--- src/rtl/intr_arbiter.sv ---
// intr_arbiter: synchronizes and edge-detects N interrupt lines into a pending
// register, masks them, and runs a single-level request/acknowledge/EOI
// handshake with the CPU control unit. Small register file for the handler.
module intr_arbiter #(
    parameter int N    = 8,
    parameter int ID_W = 5
) (
    input  logic            clk,
    input  logic            rst,
    input  logic [N-1:0]    irq,
    output logic            intr,
    input  logic            inta,
    output logic [ID_W-1:0] intr_id,
    output logic            busy,
    input  logic            we,
    input  logic [1:0]      addr,
    input  logic [31:0]     wdata,
    output logic [31:0]     rdata
);

    typedef enum logic [1:0] {
        IDLE,
        REQ,
        SVC
    } state_t;

    state_t state;
    state_t state_next;

    logic [N-1:0]    s1;
    logic [N-1:0]    s2;
    logic [N-1:0]    s3;
    logic [N-1:0]    rise;
    logic [N-1:0]    mask;
    logic [N-1:0]    pending;
    logic [N-1:0]    pending_next;
    logic [N-1:0]    elig;
    logic [N-1:0]    win_onehot;
    logic [N-1:0]    w1c_clr;
    logic [N-1:0]    clr;
    logic [ID_W-1:0] win_id;
    logic            grant;
    logic            eoi;
    logic            mask_we;
    logic            unused_wdata;

    assign unused_wdata = &{1'b0, wdata};

    assign mask_we = we && (addr == 2'd0);
    assign eoi     = we && (addr == 2'd3);
    assign w1c_clr = (we && (addr == 2'd1)) ? wdata[N-1:0] : '0;

    assign rise       = s2 & ~s3;
    assign elig       = pending & mask;
    assign win_onehot = elig & (~elig + N'(1));
    assign grant      = (state == REQ) && inta && (|elig);

    // A new edge always sets pending, even when software or a grant clears it.
    assign clr          = w1c_clr | (grant ? win_onehot : '0);
    assign pending_next = (pending & ~clr) | rise;

    // Fixed priority: the lowest eligible index wins, so scan downward.
    always_comb begin
        win_id = '0;
        for (int i = N - 1; i >= 0; i--) begin
            if (elig[i]) begin
                win_id = ID_W'(i);
            end
        end
    end

    // Two flops for metastability, a third to find the rising edge.
    always_ff @(posedge clk or posedge rst) begin
        if (rst) begin
            s1 <= '0;
            s2 <= '0;
            s3 <= '0;
        end else begin
            s1 <= irq;
            s2 <= s1;
            s3 <= s2;
        end
    end

    // Mask, pending and the serviced ID, which is latched only on a grant.
    always_ff @(posedge clk or posedge rst) begin
        if (rst) begin
            mask    <= '0;
            pending <= '0;
            intr_id <= '0;
        end else begin
            pending <= pending_next;
            if (mask_we) begin
                mask <= wdata[N-1:0];
            end
            if (grant) begin
                intr_id <= win_id;
            end
        end
    end

    // Handshake state register.
    always_ff @(posedge clk or posedge rst) begin
        if (rst) begin
            state <= IDLE;
        end else begin
            state <= state_next;
        end
    end

    // Request when something is eligible; an ack with nothing eligible is
    // treated as a withdrawal rather than a grant of a stale source.
    always_comb begin
        state_next = state;
        unique case (state)
            IDLE: begin
                if (|elig) begin
                    state_next = REQ;
                end
            end
            REQ: begin
                if (grant) begin
                    state_next = SVC;
                end else if (!(|elig)) begin
                    state_next = IDLE;
                end
            end
            SVC: begin
                if (eoi) begin
                    state_next = IDLE;
                end
            end
            default: state_next = IDLE;
        endcase
    end

    // Handshake outputs come straight from the state flops.
    always_comb begin
        intr = (state == REQ);
        busy = (state == SVC);
    end

    // Register read mux; unused bits and the EOI address read as zero.
    always_comb begin
        rdata = '0;
        case (addr)
            2'd0: rdata[N-1:0] = mask;
            2'd1: rdata[N-1:0] = pending;
            2'd2: begin
                rdata[6]        = busy;
                rdata[ID_W-1:0] = intr_id;
            end
            default: rdata = '0;
        endcase
    end

endmodule
--- config.mk ---
export PLATFORM = sky130hd
export DESIGN_NAME = intr_arbiter
export DESIGN_NICKNAME = d
export VERILOG_FILES = /design/src/rtl/intr_arbiter.sv
export SDC_FILE = /design/constraint.sdc
export NUM_CORES = 1
export LEC_CHECK = 0
export BUFFER_PORTS_ARGS = -buffer_cell sky130_fd_sc_hd__buf_2
export CORE_MARGIN = 10
export CORE_UTILIZATION = 49
export CTS_BUF_LIST = sky130_fd_sc_hd__clkbuf_8
export DETAILED_ROUTE_END_ITERATION = 8
export PLACE_DENSITY = 0.83
export SLEW_MARGIN = 15
export SYNTH_ARGS = -nofsm -noshare
export SYNTH_HDL_FRONTEND = slang
export SYNTH_SLANG_ARGS = --single-unit
--- constraint.sdc ---
create_clock -name clk -period 1.8 [get_ports clk]
set_input_delay 0.27 -clock clk [delete_from_list [all_inputs] [get_ports clk]]
set_output_delay 0.27 -clock clk [all_outputs]
set_load 0.02 [all_outputs]
==> impl_metrics.tcl, run 1 <==
set metrics [dict create \
    num_antenna_cells 0 \
    grt_max_degree 46 \
    p_leak_nw 1.09 \
    syn_inst 176 \
    synthDistinctLibCells 35 \
    cp-start-kind "flip-flop" \
    cts_setup_buffers 0 \
    hold_buffers 0 \
    hp-start "irq[3]" \
    final_common_cell "dfrtp_1" \
    fin_skew_ps 7.33 \
    crit_slowest_cell "dfrtp_1" \
    clockBufferDepth 2 \
    grt_pass1_vias 1383 \
    grt_pass1_wl_mm 6.57 \
    ir_drop_mv 0.631 \
    gr-usage-all-layers_pct 11.1 \
    timing.slew.headroom_pct 63.9 \
    antenna_found_initial 0 \
    multi_input_area_um2 749 \
    syn-cell-area_um2 2030 \
    fmax_ghz 0.621 \
    rsz0062_at_grt "false" \
    drive_above_1_share_pct 23.0 \
    power_density_nw_per_um2 1200 \
    avgRoutedWirePerCell_um 14.8 \
    setup_viol 0 \
    layout_common_cells "45 x dfrtp_1, 34 x buf_2, 26 x conb_1" \
    worstPathArrival_ps 1800 \
    die_w_um 84.3 \
    gr-total-overflow 0 \
    dr.first_iter.drc_count 95 \
    finalNetCount 262 \
    gp_congestion 0.779 \
    cts_resized 0 \
    dieArea_um2 7110 \
    crit_fanout 7 \
    regArea_um2 1130 \
    drc 0 \
    htreeDepth 2 \
    maxCapViolCount 0 \
    hold_depth 1 \
    clock-sinks 45 \
    ant_nets 0 \
    num_vias 1321 \
    fin_cells 267 \
    finalSetupTns_ps 0 \
    hold_path.class "primary input to flip-flop" \
    fin_crit_sh_pct 89.5 \
    crit_type "flip-flop to flip-flop" \
    min_period_ps 1610 \
    first_pass_iters 4 \
    cts_root_buf "clkbuf_8" \
    ios 85 \
    crit_path_end_kind "flip-flop" \
    cts_tree "built" \
    yosys_warnings 0 \
    tightestPinTransition_ps 541 \
    dp_hpwl_mm 3.03 \
    worst_r2r_endpoint "pending[7]" \
    place_inst 259 \
    cts_buffers 5 \
    avgSynthCellArea_um2 11.5 \
    finalMaxSlewViolations 0 \
    run_status "complete, no violations" \
    cts.reportedPaths.clkPinSlew_ps 80 \
    core-area_um2 4000 \
    wl_mm 3.94 \
    via_per_inst 4.95 \
    syn_to_final_growth_pct 12.0 \
    worstPathRequired_ps 1990 \
    rows 23 \
    reg2reg_from "state[1]" \
    critical_path.max_stage_delay_ps 400 \
    place.port_buffers 34 \
    die-height_um 84.3 \
    r2r_slack_ps 190 \
    crit_chain "nand3b_1 > nor3_2 > nand4_1 > a32o_1" \
    min_to "s1[3]" \
    finalHoldViolCount 0 \
    start_util_pct 50.7 \
    seq_area_frac_synth_pct 55.6 \
    n_fill_cell 336 \
    insertion_delay_ps 300 \
    synth-seq-cells 45 \
    ff2ff_path_depth 4 \
]
==> metrics by stage <==
| stage | setup slack (ps) | util, % | total power (W) | hold WS, ps | area (µm²) |
|---|---|---|---|---|---|
| final | 189 | 56.7 | 0.00272 | 70.0 | 2270 |
| after global routing | 98.6 | 56.7 | 0.00290 | 57.0 | 2270 |
| after CTS | 202 | 56.7 | 0.00274 | 63.7 | 2270 |
| after detailed placement | 225 | 54.2 | 0.00207 | 336 | 2170 |
| after global placement | 261 | 54.2 | 0.00206 | 331 | 2170 |
| after floorplan | 347 | - | 0.00189 | 301 | 2120 |
==> cells by family (layout without fill, tap and decap cells) <==
kind of cell / after synthesis / count (layout) / synth area share [%]
flops: 45 / 45 / 55.6
simple gates: 42 / 42 / 9.88
buf+inv: 39 / 55 / 12.1
compound gates: 34 / 34 / 14.4
mux: 15 / 15 / 7.84
other cells: 1 / 26 / 0.185
==> flip-flops by register name, summed over array words and instances, names as in the netlist <==
name	count
mask	8
pending	8
s1	8
s2	8
s3	8
intr_id	3
state	2
==> routing by layer <==
metal,up-vias,GRT usage [%],part of all wire (%)
met1,626,14.2,45
met5,-,0,0
li1,646,-,-
met3,6,5.70,8.0
met2,43,15.8,46
met4,0,3.65,1.2
==> critical path, delay by kind of cell (launching register included) <==
kind / cells / cell delay, ps
compound gates: 1 / 270
flops: 1 / 400
simple gates: 3 / 820
==> how the worst max path moves through the flow <==
stage	endpoint	cells past startpoint	start	slack [ps]
after floorplan	pending[4]	4	mask[3]	350
after global placement	pending[7]	4	state[1]	260
after detailed placement	pending[7]	4	state[1]	220
after CTS	pending[7]	4	state[1]	200
after global routing	pending[5]	4	state[1]	100
final	pending[7]	4	state[1]	190
==> power by group <==
group / switching [W] / internal, W
logic: 0.000449 / 0.000287
clock network: 0.000317 / 0.000347
registers: 0.000154 / 0.00116
total: 0.000920 / 0.00180
==> area by class of cell <==
type	count	share of cell area, %
flip-flops and latches	45	49.6
multi-input cells	117	33.0
repair buffers	37	8.49
clock buffers	7	4.24
well taps	50	2.76
inverters	10	1.65
clock inverters	1	0.221
==> cell usage after synthesis <==
library cell / n / share of area (%)
buf_1: 1 / 0.19
nand3b_1: 1 / 0.37
buf_2: 1 / 0.25
mux2i_1: 8 / 4.0
and3b_1: 1 / 0.43
dfrtp_1: 45 / 56
a21o_1: 1 / 0.37
a221o_1: 1 / 0.49
a31oi_1: 1 / 0.31
a22oi_2: 1 / 0.62
a22o_4: 1 / 0.86
nor2_1: 8 / 1.5
a211oi_1: 1 / 0.37
buf_4: 26 / 9.6
conb_1: 1 / 0.19
nand2_1: 21 / 3.9
nand3_1: 3 / 0.74
a32o_1: 6 / 3.0
a22oi_1: 3 / 1.1
o21ai_0: 4 / 0.99
nand4_1: 3 / 0.93
o22a_1: 1 / 0.43
o21ai_1: 3 / 0.74
a22o_1: 2 / 0.86
o2bb2ai_1: 2 / 0.86
nor3b_2: 1 / 0.62
a2111oi_4: 1 / 1.4
clkbuf_1: 1 / 0.19
mux2_1: 7 / 3.9
inv_1: 10 / 1.9
o211ai_1: 3 / 1.1
nor3_2: 1 / 0.49
nor2b_1: 3 / 0.93
a41o_1: 1 / 0.49
a21oi_1: 2 / 0.49
Note: power is estimated with default switching activity, not from simulation.
==> run 2: changes to the inputs <==
--- a/config.mk
+++ b/config.mk
@@ -6,7 +6,7 @@
 export NUM_CORES = 1
 export LEC_CHECK = 0
 export BUFFER_PORTS_ARGS = -buffer_cell sky130_fd_sc_hd__buf_2
-export CORE_MARGIN = 10
+export CORE_MARGIN = 8
 export CORE_UTILIZATION = 49
 export CTS_BUF_LIST = sky130_fd_sc_hd__clkbuf_8
 export DETAILED_ROUTE_END_ITERATION = 8
==> run 2 against run 1 <==
Compared with the run above: sequential share of layout area rose by 0.16 points; worst setup slack improved by 12 ps; first-iteration DRC count fell by 13%; design area fell by 0.33%; die area fell by 9.3%; non-clock buffer count fell by 1; flip-flop and latch count did not move; clock-buffer cell count did not move; combinational power barely moved; core utilization fell by 0.19 points; power rose by 0.35%; fmax rose by 0.73%; largest cell class unchanged.
==> impl_metrics.tcl, run 2 (synthesis gave the netlist of run 1 again) <==
set metrics [dict create \
    hold_buffers 0 \
    dr.first_iter.drc_count 83 \
    final_area_um2 2260 \
    antenna_found_initial 0 \
    run_status "complete, no violations" \
    crit_type "flip-flop to flip-flop" \
    drive_above_1_share_pct 22.7 \
    worstPathArrival_ps 1780 \
    n_fill_cell 346 \
    p_leak_nw 1.08 \
    min_period_ps 1600 \
    critical_path.max_stage_delay_ps 400 \
    clock-sinks 45 \
    ios 85 \
    grt_pass1_wl_mm 6.63 \
    worst_r2r_endpoint "pending[7]" \
    first_pass_iters 4 \
    drc 0 \
    cts_resized 0 \
    via_per_inst 5.05 \
    worstPathRequired_ps 1980 \
    final_common_cell "dfrtp_1" \
    use_met1_pct 16.2 \
    cts_buffers 5 \
    start_util_pct 50.7 \
    die_w_um 80.3 \
    syn_to_final_growth_pct 11.6 \
    min_to "s1[4]" \
    grt_max_degree 46 \
    grt_pass1_vias 1440 \
    cts_root_buf "clkbuf_8" \
    die-height_um 80.3 \
    wl_mm 4.03 \
    crit_fanout 7 \
    multi_input_area_um2 749 \
    num_vias 1342 \
    gr-total-overflow 0 \
    hold_path.class "primary input to flip-flop" \
    setup_viol 0 \
    cp.buffers_inverters 0 \
    rows 23 \
    regArea_um2 1130 \
    avgRoutedWirePerCell_um 15.2 \
    cts_tree "built" \
    rsz0062_at_grt "false" \
    maxCapViolCount 0 \
    gp_congestion 0.871 \
    fin_crit_sh_pct 88.9 \
    grt_use_met3_pct 5.69 \
    gr-usage-all-layers_pct 13.3 \
    finalNetCount 261 \
    layout_common_cells "45 x dfrtp_1, 34 x buf_2, 26 x conb_1" \
    path_delay_family "simple AND/OR/NAND/NOR gates" \
    fin_skew_ps 3.09 \
    finalHoldViolCount 0 \
    core-area_um2 4000 \
    ff2ff_path_depth 4 \
    grt_use_met2_pct 20.4 \
    dieArea_um2 6450 \
    hold_depth 1 \
    ant_nets 0 \
    busiest_layer "met2" \
    htreeDepth 2 \
    reg2reg_from "state[1]" \
    insertion_delay_ps 290 \
    cts_setup_buffers 0 \
    finalMaxSlewViolations 0 \
    crit_path_end_kind "flip-flop" \
    finalSetupTns_ps 0 \
    crit_chain "nand3b_1 > nor3_2 > nand4_1 > a32o_1" \
    dp_hpwl_mm 3.03 \
    power_density_nw_per_um2 1200 \
    clockBufferDepth 2 \
    num_antenna_cells 0 \
    cts.reportedPaths.clkPinSlew_ps 80 \
    fmax_ghz 0.625 \
    r2r_slack_ps 200 \
    place_area_um2 2160 \
    tightestPinTransition_ps 546 \
    timing.slew.headroom_pct 63.6 \
    hp-start "irq[4]" \
    cp-start-kind "flip-flop" \
    ir_drop_mv 0.643 \
    crit_slowest_cell "dfrtp_1" \
    place.port_buffers 34 \
]
-- run 2: changes by cell type in the layout (fill, tap and decap cells not counted), sizes merged --
cell and change:
buf -1
-- run 2: layer usage --
layer	up-vias	share of wire [%]
li1	638	-
met1	658	44
met2	40	48
met3	6	6.4
met4	0	1.4
met5	-	0
-- run 2: stage by stage --
stage	std cells	hold slack [ps]	worst slack, ps	power (W)	util (%)
2_1_floorplan	201	301	347	0.00189	-
3_3_place_gp	258	332	254	0.00205	54.0
3_5_place_dp	258	337	208	0.00208	54.0
4_1_cts	266	69.0	190	0.00275	56.6
5_1_grt	266	55.6	63.7	0.00290	56.6
6_report	266	78.1	200	0.00273	56.6
-- run 2: area by class of cell --
cell class              count  area share (%)
clock buffers               7            4.26
clock inverters             1           0.221
inverters                  10            1.66
multi-input cells         117            33.1
flip-flops and latches     45            49.8
well taps                  50            2.77
repair buffers             36            8.19
-- run 2: how the worst max path moves through the flow --
| stage | end | startpoint | depth (start not counted) | slack (ps) |
|---|---|---|---|---|
| after floorplan | pending[4] | mask[3] | 4 | 350 |
| after global placement | pending[7] | state[1] | 4 | 250 |
| after detailed placement | pending[7] | state[1] | 4 | 210 |
| after CTS | pending[7] | state[1] | 4 | 190 |
| after global routing | pending[5] | state[1] | 4 | 60 |
| final | pending[7] | state[1] | 4 | 200 |
-- run 2: report_power, final --
group          switching (W)  internal (W)  total (W)
Sequential          0.000165       0.00116    0.00133
Combinational       0.000452      0.000286   0.000738
Clock               0.000315      0.000347   0.000661
Total               0.000932       0.00179    0.00273
